--- config.mk ---
export PLATFORM = sky130hd
export DESIGN_NAME = vram_slot_arbiter
export DESIGN_NICKNAME = d
export VERILOG_FILES = /design/src/rtl/vram_arb_pkg.sv /design/src/rtl/vram_cpu_port.sv /design/src/rtl/vram_slot_arbiter.sv
export SDC_FILE = /design/constraint.sdc
export NUM_CORES = 1
export LEC_CHECK = 0
export BUFFER_PORTS_ARGS = -buffer_cell sky130_fd_sc_hd__clkbuf_2
export CAP_MARGIN = 0
export CORE_UTILIZATION = 45
export DETAILED_ROUTE_END_ITERATION = 10
export PLACE_DENSITY = 0.78
export SLEW_MARGIN = 20
export SYNTH_ARGS = -nofsm -noshare
export SYNTH_HDL_FRONTEND = slang
export SYNTH_SLANG_ARGS = --single-unit
--- constraint.sdc ---
create_clock -name i_EMU_MCLK -period 4.45 [get_ports i_EMU_MCLK]
set_clock_uncertainty 0.2 [all_clocks]
set_input_delay 0 -clock i_EMU_MCLK [delete_from_list [all_inputs] [get_ports i_EMU_MCLK]]
set_output_delay 0 -clock i_EMU_MCLK [all_outputs]
set_load 0.02 [all_outputs]
--- src/rtl/vram_arb_pkg.sv ---
// Shared definitions for the VRAM slot arbiter: CPU port states, slot width, ownership decode.
// Latency: none (types and a combinational helper only).
// Backpressure: none.
package vram_arb_pkg;

  localparam int SLOT_W = 3;

  typedef enum logic [2:0] {
    IDLE,
    PEND,
    ACC,
    RDLAT,
    ACK
  } cpu_state_t;

  // Video owns a slot only on visible lines and only where its mask bit is set.
  function automatic logic slot_is_video(input logic [SLOT_W-1:0] slot,
                                         input logic              vblank_n,
                                         input logic [7:0]        mask);
    return vblank_n & mask[slot];
  endfunction

endpackage

--- src/rtl/vram_cpu_port.sv ---
// 68000-side VRAM port: request capture, slot wait, single-slot access, readback and DTACK handshake.
// Latency: access 1-2 enables after CS_n is seen (next CPU slot); DTACK_n low 2 enables after the access slot.
// Backpressure: the CPU is held by DTACK_n until its access completes; no new cycle is accepted until CS_n rises.
module vram_cpu_port
  import vram_arb_pkg::*;
#(
  parameter int AW = 12,
  parameter int DW = 16
) (
  input  logic          clk,
  input  logic          rst_n,
  input  logic          cen,
  input  logic          cpu_slot,
  input  logic          cs_n,
  input  logic          rw,
  input  logic          uds_n,
  input  logic          lds_n,
  input  logic [AW-1:0] addr,
  input  logic [DW-1:0] din,
  input  logic [DW-1:0] ram_dout,
  output logic          acc_start,
  output logic [AW-1:0] acc_addr,
  output logic [DW-1:0] acc_din,
  output logic [1:0]    acc_we_n,
  output logic [DW-1:0] dout,
  output logic          dtack_n
);

  cpu_state_t    state_q, state_d;
  logic [AW-1:0] addr_q, addr_d;
  logic [DW-1:0] din_q, din_d;
  logic          rw_q, rw_d;
  logic [1:0]    strb_q, strb_d;
  logic [DW-1:0] dout_q, dout_d;
  logic          dtack_n_q, dtack_n_d;

  // Bus-cycle sequencing; every transition, including the DTACK release, waits for a pixel enable.
  always_comb begin
    state_d   = state_q;
    addr_d    = addr_q;
    din_d     = din_q;
    rw_d      = rw_q;
    strb_d    = strb_q;
    dout_d    = dout_q;
    dtack_n_d = dtack_n_q;
    acc_start = 1'b0;
    if (cen) begin
      case (state_q)
        IDLE: begin
          if (!cs_n) begin
            state_d = PEND;
            addr_d  = addr;
            din_d   = din;
            rw_d    = rw;
            strb_d  = {uds_n, lds_n};
          end
        end
        PEND: begin
          // An abort wins over a CPU slot arriving at the same enable.
          if (cs_n) begin
            state_d = IDLE;
          end else if (cpu_slot) begin
            state_d   = ACC;
            acc_start = 1'b1;
          end
        end
        ACC: begin
          state_d = RDLAT;
        end
        RDLAT: begin
          // RAM read data for the access slot is present now; writes pass through for equal timing.
          if (rw_q) begin
            dout_d = ram_dout;
          end
          dtack_n_d = 1'b0;
          state_d   = ACK;
        end
        ACK: begin
          if (cs_n) begin
            dtack_n_d = 1'b1;
            state_d   = IDLE;
          end
        end
        default: begin
          state_d = IDLE;
        end
      endcase
    end
  end

  // State and latched request registers.
  always_ff @(posedge clk or negedge rst_n) begin
    if (!rst_n) begin
      state_q   <= IDLE;
      addr_q    <= '0;
      din_q     <= '0;
      rw_q      <= 1'b1;
      strb_q    <= 2'b11;
      dout_q    <= '0;
      dtack_n_q <= 1'b1;
    end else begin
      state_q   <= state_d;
      addr_q    <= addr_d;
      din_q     <= din_d;
      rw_q      <= rw_d;
      strb_q    <= strb_d;
      dout_q    <= dout_d;
      dtack_n_q <= dtack_n_d;
    end
  end

  assign acc_addr = addr_q;
  assign acc_din  = din_q;
  assign acc_we_n = rw_q ? 2'b11 : strb_q;
  assign dout     = dout_q;
  assign dtack_n  = dtack_n_q;

endmodule

--- src/rtl/vram_slot_arbiter.sv ---
// Time-slot arbiter sharing one tilemap VRAM between the 68000 CPU port and the video fetch pipeline.
// Latency: RAM drive registered at the slot's enable; video data 2 enables after slot start; CPU DTACK 2 enables after its slot.
// Backpressure: video never waits; the CPU is stalled through DTACK_n until a CPU-owned slot serves it.
module vram_slot_arbiter
  import vram_arb_pkg::*;
#(
  parameter int         AW            = 12,
  parameter int         DW            = 16,
  parameter logic [7:0] VID_SLOT_MASK = 8'h55
) (
  input  logic          i_EMU_MCLK,
  input  logic          i_MRST_n,
  input  logic          i_EMU_CLK6MPCEN_n,
  input  logic          i_ABS_4H,
  input  logic          i_ABS_2H,
  input  logic          i_ABS_1H,
  input  logic          i_VBLANK_n,
  input  logic [AW-1:0] i_VID_ADDR,
  output logic [DW-1:0] o_VID_DATA,
  output logic          o_VID_VALID,
  input  logic          i_CPU_CS_n,
  input  logic          i_CPU_RW,
  input  logic          i_CPU_UDS_n,
  input  logic          i_CPU_LDS_n,
  input  logic [AW-1:0] i_CPU_ADDR,
  input  logic [DW-1:0] i_CPU_DIN,
  output logic [DW-1:0] o_CPU_DOUT,
  output logic          o_CPU_DTACK_n,
  output logic [AW-1:0] o_RAM_ADDR,
  output logic [DW-1:0] o_RAM_DIN,
  output logic [1:0]    o_RAM_WE_n,
  input  logic [DW-1:0] i_RAM_DOUT
);

  logic              cen;
  logic [SLOT_W-1:0] slot;
  logic              vid_own;

  logic              cpu_acc_start;
  logic [AW-1:0]     cpu_acc_addr;
  logic [DW-1:0]     cpu_acc_din;
  logic [1:0]        cpu_acc_we_n;

  logic [AW-1:0]     ram_addr_q, ram_addr_d;
  logic [DW-1:0]     ram_din_q, ram_din_d;
  logic [1:0]        ram_we_n_q, ram_we_n_d;
  logic              vid_slot_q, vid_slot_d;   // previous slot was a video read
  logic              vid_wait_q, vid_wait_d;   // RAM output for that read is now present
  logic [DW-1:0]     vid_data_q, vid_data_d;
  logic              vid_valid_q, vid_valid_d;

  assign cen     = ~i_EMU_CLK6MPCEN_n;
  assign slot    = {i_ABS_4H, i_ABS_2H, i_ABS_1H};
  assign vid_own = slot_is_video(slot, i_VBLANK_n, VID_SLOT_MASK);

  vram_cpu_port #(
    .AW (AW),
    .DW (DW)
  ) u_cpu (
    .clk       (i_EMU_MCLK),
    .rst_n     (i_MRST_n),
    .cen       (cen),
    .cpu_slot  (~vid_own),
    .cs_n      (i_CPU_CS_n),
    .rw        (i_CPU_RW),
    .uds_n     (i_CPU_UDS_n),
    .lds_n     (i_CPU_LDS_n),
    .addr      (i_CPU_ADDR),
    .din       (i_CPU_DIN),
    .ram_dout  (i_RAM_DOUT),
    .acc_start (cpu_acc_start),
    .acc_addr  (cpu_acc_addr),
    .acc_din   (cpu_acc_din),
    .acc_we_n  (cpu_acc_we_n),
    .dout      (o_CPU_DOUT),
    .dtack_n   (o_CPU_DTACK_n)
  );

  // RAM drive mux and two-stage video read pipeline; all of it advances only on pixel enables.
  always_comb begin
    ram_addr_d  = ram_addr_q;
    ram_din_d   = ram_din_q;
    ram_we_n_d  = ram_we_n_q;
    vid_slot_d  = vid_slot_q;
    vid_wait_d  = vid_wait_q;
    vid_data_d  = vid_data_q;
    vid_valid_d = 1'b0;
    if (cen) begin
      vid_slot_d = vid_own;
      vid_wait_d = vid_slot_q;
      // cpu_acc_start is only raised in CPU-owned slots, so video can never be displaced.
      if (cpu_acc_start) begin
        ram_addr_d = cpu_acc_addr;
        ram_din_d  = cpu_acc_din;
        ram_we_n_d = cpu_acc_we_n;
      end else begin
        ram_addr_d = i_VID_ADDR;
        ram_we_n_d = 2'b11;
      end
      if (vid_wait_q) begin
        vid_data_d  = i_RAM_DOUT;
        vid_valid_d = 1'b1;
      end
    end
  end

  // Output and pipeline registers; reset drops the write strobes immediately.
  always_ff @(posedge i_EMU_MCLK or negedge i_MRST_n) begin
    if (!i_MRST_n) begin
      ram_addr_q  <= '0;
      ram_din_q   <= '0;
      ram_we_n_q  <= 2'b11;
      vid_slot_q  <= 1'b0;
      vid_wait_q  <= 1'b0;
      vid_data_q  <= '0;
      vid_valid_q <= 1'b0;
    end else begin
      ram_addr_q  <= ram_addr_d;
      ram_din_q   <= ram_din_d;
      ram_we_n_q  <= ram_we_n_d;
      vid_slot_q  <= vid_slot_d;
      vid_wait_q  <= vid_wait_d;
      vid_data_q  <= vid_data_d;
      vid_valid_q <= vid_valid_d;
    end
  end

  assign o_RAM_ADDR  = ram_addr_q;
  assign o_RAM_DIN   = ram_din_q;
  assign o_RAM_WE_n  = ram_we_n_q;
  assign o_VID_DATA  = vid_data_q;
  assign o_VID_VALID = vid_valid_q;

endmodule
==> results of run 1 <==
==> state kept, by name, indices dropped and copies added (netlist names), 2 cells and up <==
register,cells
u_cpu.strb_q,2
u_cpu.dout,16
u_cpu.acc_din,16
o_VID_DATA,16
o_RAM_ADDR,12
o_RAM_WE_n,2
o_RAM_DIN,16
u_cpu.acc_addr,12
u_cpu.state_q,3
==> routing by layer <==
layer	part of all wire, %	GRT usage [%]	wire length [microns]
met1	41	25.9	4030
met2	49	35.4	4760
met3	6.4	4.87	623
met4	3.2	9.99	308
met5	0	0	0
==> synthesized netlist by cell type (2+ instances only) <==
master	n	area, sq um
mux2_2	61	687
nand2b_1	2	12.5
nor3_2	2	20.0
nand2_2	2	12.5
a41oi_1	13	114
nand4_4	2	42.5
o31ai_1	12	90.1
buf_6	7	78.8
dfstp_2	6	158
nor2_4	2	22.5
clkbuf_1	4	15.0
nor3_1	2	10.0
inv_1	3	11.3
mux2_4	19	285
nor2b_1	2	12.5
dfrtp_1	94	2350
nand2_1	4	15.0
a2bb2oi_1	14	123
o21ai_0	4	20.0
buf_2	6	30.0
==> power by group <==
group          internal [W]  total [W]  switching [W]
clock network      0.000213   0.000541       0.000328
registers           0.00129    0.00153       0.000241
logic              0.000618    0.00128       0.000666
==> kinds of logic (layout without fill, tap and decap cells) <==
| family | count (synthesis) | after routing | share of synthesized area, % |
|---|---|---|---|
| DFF | 100 | 100 | 60.3 |
| and+or+nand+nor | 21 | 21 | 3.90 |
| buffers and inverters | 23 | 219 | 3.60 |
| AOI/OAI and AO/OA | 46 | 46 | 8.89 |
| muxes | 80 | 80 | 23.3 |
==> per-stage QoR <==
stage | instance area, sq um | worst slack (ns) | utilization (%)
after floorplan | 4170 | 2.84 | -
after global placement | 4820 | 2.41 | 54.4
after detailed placement | 4820 | 2.35 | 54.4
after CTS | 5700 | 1.92 | 64.4
after global routing | 5700 | 1.58 | 64.4
final | 5700 | 1.74 | 64.4
==> timing repair <==
action	CTS	global route
hold buffers	70	0
endpoints found under the hold margin	123	0
endpoints found under the setup margin	0	0
gates resized for setup	0	0
setup buffers	0	0
==> worst paths after layout <==
path / from / end / slack [ns] / depth (start not counted)
worst max register to register: u_cpu.state_q[0] / o_RAM_ADDR[1] / 1.74 / 4
max in group asynchronous: i_MRST_n / u_cpu.acc_addr[11] / 2.15 / 4
worst min register to register: o_RAM_WE_n[1] / o_RAM_WE_n[1] / 0.30 / 1
worst min-delay path: i_ABS_1H / o_RAM_WE_n[0] / 0.06 / 4
min in group asynchronous: i_MRST_n / o_RAM_ADDR[11] / 0.46 / 3
worst max-delay path: u_cpu.state_q[0] / o_RAM_ADDR[1] / 1.74 / 4
==> tightest hold or removal path, delay by kind of cell <==
family | cells | cell delay (ns)
buffers and inverters | 1 | 0.10
AND/OR/NAND/NOR | 2 | 0.43
AO/OA/AOI/OAI | 1 | 0.09
==> area by class of cell <==
type                            count  share of cell area [%]
Inverter                            4                   0.263
Multi-Input combinational cell    147                    26.4
Clock inverter                      7                    1.05
Clock buffer                        9                    2.17
Tap cell                          108                    2.37
Sequential cell                   100                    44.0
Timing Repair Buffer              199                    23.7
==> metrics.cfg, run 1 <==
[route]
wl_per_cell_microns = 16.9
vias = 3053
drc = 10
viasPerCell = 5.32
drt_iter0_markers = 125
ant_nets = 0
firstDrtPassIters = 9
wl_mm = 9.72

[sta]
fin_crit_sh_pct = 60.8
layout_min_cycle_time_ns = 2.71
slew_headroom_pct = 36.8
setup_tns_ns = 0
hold_violations = 0
rsz0062_at_grt = false
worst_pin_slew_ns = 0.946
hold_ws_ns = 0.0640
setup_viol = 0
report.final.slew_viol_count = 0
fmaxAchievable_mhz = 370

[finish]
final_common_cell = clkbuf_2
nNetsFinal = 528
fillers = 673
num_antenna_cells = 0
final_cell_mix = clkbuf_2 (127), dfrtp_1 (94), dlygate4sd3_1 (70)
ff_latch_area_sq_um = 2510
multi_input_area_sq_um = 1510
drive_gt1_share_pct = 51.5
syn2layout_area_growth_pct = 36.9
finalNonFillerCells = 574

[logic_synthesis]
yosysUniqueCellTypes = 29
yosysWarnings = 0
yosys_register_bits = 100
syn_inst = 270
seq_area_frac_synth_pct = 60.3
synth-edff-count = 0
postSynthAreaPerCell_sq_um = 15.4
async_flop_share_pct = 100
syn_nets = 337
netlist_area_sq_um = 4170
synth-main-ff-cell = dfrtp_1

[floorplan]
fp-row-count = 34
core-area_sq_um = 8850
start_util_pct = 47.1
dieArea_sq_um = 9650
die_h_microns = 98.2
die_w_microns = 98.2
io_pins = 131

[power]
p_per_area_nw_per_um2 = 589
max-vdd-ir-drop_v = 0.000339
p_leak_nw = 2.75
power_w = 0.00336

[critical_path]
endpoint_kind = register
slowest_stage = nor2b_1
path_cells = nor2b_1 > a41oi_1 > a2bb2oi_1 > dlygate4sd3_1
start_kind = register
critical_path_arrival_ns = 2.80
cp_slowest_stage_delay_ns = 0.77
crit_buf_inv = 1
critical_path_class = reg2reg
worstPathRequired_ns = 4.54
path_max_fanout = 12
cp_top_family = simple AND/OR/NAND/NOR gates

[cts]
root_buffer = clkbuf_8
clk_path_buf_depth = 2
cts_buffers = 9
cts_tree = done
insertion_delay_ns = 0.35
clkTransAtPathRegs_ns = 0.10
htreeDepth = 3
cts_sinks = 100

[grt]
grt_usage_pct = 21.1
grt_pass1_vias = 3195
antenna_found_initial = 0
grt_max_degree = 57
overflow = 0
grt_pass1_wl_mm = 15.8

[run_status]
outcome = complete, but fails checks
violations = design-rule violations

[flow_run]
max_cap_violations = 0

[placed_design]
placed_cells = 488
io_buffers = 128
place_hpwl_mm = 5.70
gp_congestion = 0.813

[hold_path]
hp-class = in2reg

No activity file was read; power rests on OpenSTA's default activity.
==> run 2, diff against run 1 <==
- PLACE_DENSITY: 0.78 -> 0.81
- clock period: 4.45 -> 2.35 ns (I/O delays scaled with it)
==> metrics.cfg, run 2 (synthesized netlist as in run 1, its figures left out) <==
[critical_path]
path_max_fanout = 12
worstPathRequired_ns = 2.42
critical_path_class = reg2reg
start_kind = register
critical_path_arrival_ns = 2.16
endpoint_kind = register

[floorplan]
fp-row-count = 34
dieArea_sq_um = 9650
io_pins = 131
core-area_sq_um = 8850
start_util_pct = 47.1
die_w_microns = 98.2
die_h_microns = 98.2

[route]
drc = 10
vias = 3032
viasPerCell = 5.29
firstDrtPassIters = 7
drt_iter0_markers = 143
ant_nets = 0
wl_per_cell_microns = 17.0
wl_mm = 9.74

[placed_design]
io_buffers = 128
place_hpwl_mm = 5.97
gp_congestion = 0.792

[run_status]
outcome = complete, but fails checks
violations = design-rule violations

[finish]
final_util_pct = 64.5
syn2layout_area_growth_pct = 37.0
final_cell_mix = clkbuf_2 (127), dfrtp_1 (94), dlygate4sd3_1 (63)
nNetsFinal = 527
final_common_cell = clkbuf_2
drive_gt1_share_pct = 52.7
num_antenna_cells = 0

[grt]
grt_pass1_vias = 3214
grt_usage_pct = 21.1
grt_max_degree = 61
antenna_found_initial = 0
overflow = 0
grt_pass1_wl_mm = 15.8

[power]
p_leak_nw = 2.76
p_per_area_nw_per_um2 = 1110
max-vdd-ir-drop_v = 0.000623

[sta]
worst_pin_slew_ns = 0.891
setup_viol = 0
hold_violations = 0
report.final.slew_viol_count = 0
slew_headroom_pct = 40.5
fin_crit_sh_pct = 89.1
fmaxAchievable_mhz = 477
layout_min_cycle_time_ns = 2.09
setup_tns_ns = 0
rsz0062_at_grt = false
hold_ws_ns = 0.0353

[cts]
cts_resized = 0
clk_path_buf_depth = 2
cts_buffers = 9
cts_hold_buf = 64
cts_setup_buffers = 0
root_buffer = clkbuf_8
cts_tree = done
clkTransAtPathRegs_ns = 0.10
insertion_delay_ns = 0.35
cts_sinks = 100
htreeDepth = 3

[hold_path]
hp-class = in2reg

[flow_run]
max_cap_violations = 0

run 2: cell count changes in the layout (fill, tap and decap cells not counted), sizes merged:
| cell | change |
|---|---|
| clkinv | -1 |
| clkinvlp | +2 |
| buf | +6 |
| clkbuf | +2 |
| inv | -3 |
| dlygate4sd3 | -7 |
run 2: power by group:
| part | switching [W] | leakage (nW) | internal, W |
|---|---|---|---|
| Clock | 0.000581 | 0.0855 | 0.000417 |
| Sequential | 0.000481 | 1.20 | 0.00245 |
| Combinational | 0.00125 | 1.48 | 0.00116 |
| Total | 0.00231 | 2.76 | 0.00403 |
run 2: final timing paths:
path | slack [ns] | cells after the start | end | start
worst max-delay path | 0.26 | 3 | o_RAM_ADDR[4] | u_cpu.state_q[0]
worst min-delay path | 0.04 | 5 | o_RAM_WE_n[1] | i_ABS_1H
worst max register to register | 0.26 | 3 | o_RAM_ADDR[4] | u_cpu.state_q[0]
worst min register to register | 0.29 | 1 | o_RAM_WE_n[1] | o_RAM_WE_n[1]
max in group asynchronous | 1.01 | 4 | u_cpu.dtack_n | i_MRST_n
min in group asynchronous | 0.36 | 3 | o_VID_DATA[5] | i_MRST_n
run 2: metal layers:
metal	GRT usage, %	wire length [microns]
met1	25.6	3930
met2	37.5	5090
met3	2.93	478
met4	9.41	242
met5	0	0
run 2: through the flow:
step	worst slack (ns)	cells	instance area (sq um)	total power, W
finish	0.255	573	5710	0.00635
global route	0.173	573	5710	0.00668
CTS	0.324	573	5710	0.00637
detailed placement	0.349	493	4880	0.00527
global placement	0.433	493	4880	0.00514
floorplan	0.741	270	4170	0.00453
run 2: worst max-delay path, cell delays in order, from the launching register on:
cell	delay (ns)
dfrtp_1	0.61
nor2b_1	0.77
a41oi_1	0.23
a2bb2oi_1	0.21
run 2: cell type report:
cell class,instances,area [sq um]
Inverter,4,15.0
Clock inverter,5,37.5
Tap cell,108,135
Clock buffer,11,141
Fill cell,665,3140
Sequential cell,100,2510
Multi-Input combinational cell,147,1510
Timing Repair Buffer,198,1360
==> run 3, diff against run 2 <==
- CORE_UTILIZATION: 45 -> 40
- GPL_TIMING_DRIVEN: unset -> 0
- PLACE_DENSITY: 0.81 -> 0.74
==> metrics.cfg, run 3 (synthesized netlist as in run 1, its figures left out) <==
[run_status]
outcome = finished, final reports clean

[route]
drc = 0
viasPerCell = 4.92
wl_per_cell_microns = 15.8
firstDrtPassIters = 4
vias = 3035
wl_mm = 9.78
drt_iter0_markers = 129
ant_nets = 0

[cts]
clkTransAtPathRegs_ns = 0.10
cts_tree = done
cts_buffers = 9
clk_path_buf_depth = 2
cts_resized = 0
root_buffer = clkbuf_8
htreeDepth = 3
insertion_delay_ns = 0.35
cts_sinks = 100

[critical_path]
crit_buf_inv = 1
path_cells = nor2_4 > nand4_4 > mux2_2 > dlygate4sd3_1
r2r-start = u_cpu.state_q[2]
rr_worst_depth = 4
critical_path_class = reg2reg
start_kind = register
slowest_stage = dlygate4sd3_1
critical_path_arrival_ns = 2.19
worstReg2RegEnd = u_cpu.dout[3]
endpoint_kind = register
cp_slowest_stage_delay_ns = 0.56
r2r_slack_ns = 0.21
cp_top_family = buffers and inverters
path_max_fanout = 7
worstPathRequired_ns = 2.40

[finish]
final_util_pct = 59.2
num_antenna_cells = 0
fillers = 783
final_cell_mix = clkbuf_2 (127), dfrtp_1 (94), dlygate4sd3_1 (69)
nNetsFinal = 546
final_cell_area_sq_um = 5890
drive_gt1_share_pct = 52.1
final_common_cell = clkbuf_2
syn2layout_area_growth_pct = 41.4
finalNonFillerCells = 617

[placed_design]
io_buffers = 128
place_hpwl_mm = 6.43
gp_congestion = 0.737
post_dp_cell_area_sq_um = 5010
placed_cells = 532

[hold_path]
hp-class = in2reg
min_to = u_cpu.state_q[0]
hp-start = i_ABS_1H
holdPathStages = 5

[sta]
slew_headroom_pct = 67.4
setup_viol = 0
hold_violations = 0
layout_min_cycle_time_ns = 2.14
worst_pin_slew_ns = 0.490
fmaxAchievable_mhz = 467
setup_tns_ns = 0
rsz0062_at_grt = false
fin_crit_sh_pct = 91.1
report.final.slew_viol_count = 0

[floorplan]
io_pins = 131
start_util_pct = 41.8
core-area_sq_um = 9950
fp-row-count = 36
die_h_microns = 104
die_w_microns = 104
dieArea_sq_um = 10800

[grt]
antenna_found_initial = 0
grt_usage_pct = 18.9
overflow = 0
grt_pass1_wl_mm = 16.0
grt_max_degree = 52
grt_pass1_vias = 3212

[flow_run]
max_cap_violations = 0

[power]
max-vdd-ir-drop_v = 0.000635
p_leak_nw = 2.84
p_per_area_nw_per_um2 = 1110

run 3: changes by cell type in the layout (fill, tap and decap cells not counted), moves of 3 or more:
cell / delta
buf_6: +7
buf_12: -3
dlygate4sd3_1: +6
buf_4: -4
buf_2: +6
clkbuf_1: +5
run 3: per-stage QoR:
step / hold slack (ns) / worst slack, ns / power, W
2_1_floorplan: -0.496 / 0.741 / 0.00453
3_3_place_gp: 0.0325 / -0.107 / 0.00524
3_5_place_dp: -0.225 / 0.538 / 0.00535
4_1_cts: 0.0287 / 0.250 / 0.00657
5_1_grt: 0.0336 / 0.147 / 0.00690
6_report: 0.0411 / 0.208 / 0.00653
run 3: cell type report:
cell class	count	area, sq um	area share, %
multi-input cells	147	1510	25.6
clock buffers	11	131	2.23
inverters	4	15.0	0.255
plain buffers	19	135	2.29
well taps	133	166	2.82
repair buffers	198	1370	23.2
flip-flops and latches	100	2510	42.6
clock inverters	5	60.1	1.02
run 3: worst max-delay path by stage:
stage	startpoint	endpoint	slack, ns	cells after the start
5_1_grt	u_cpu.state_q[2]	u_cpu.dout[3]	0.15	4
2_1_floorplan	u_cpu.state_q[2]	o_RAM_DIN[10]	0.74	4
3_5_place_dp	u_cpu.state_q[2]	o_RAM_DIN[9]	0.54	4
4_1_cts	u_cpu.state_q[2]	u_cpu.dout[3]	0.25	4
6_report	u_cpu.state_q[2]	u_cpu.dout[3]	0.21	4
3_3_place_gp	i_MRST_n	u_cpu.acc_din[2]	-0.11	1
run 3: worst register-to-register path: cells and delay by family (launching register included):
family,cells,cell delay (ns)
and+or+nand+nor,2,0.47
buffers and inverters,1,0.56
DFF,1,0.48
muxes,1,0.33
run 3: repair_timing:
item                       CTS  global route
hold buffers                69             0
hold endpoints to repair   175             0
setup buffers                0             0
setup endpoints to repair    0             0
run 3: report_power, final:
group / switching, W / leakage, nW / total (W) / internal [W]
registers: 0.000417 / 1.20 / 0.00287 / 0.00245
logic: 0.00132 / 1.55 / 0.00258 / 0.00126
clock network: 0.000582 / 0.0943 / 0.00108 / 0.000500
run 3: per-layer routing:
| layer | wire length (microns) | global-route usage (%) | up-vias |
|---|---|---|---|
| li1 | - | - | 1416 |
| met4 | 311 | 10.7 | 0 |
| met5 | 0 | 0 | - |
| met3 | 441 | 3.45 | 25 |
| met1 | 4140 | 22.8 | 1483 |
| met2 | 4890 | 31.8 | 111 |
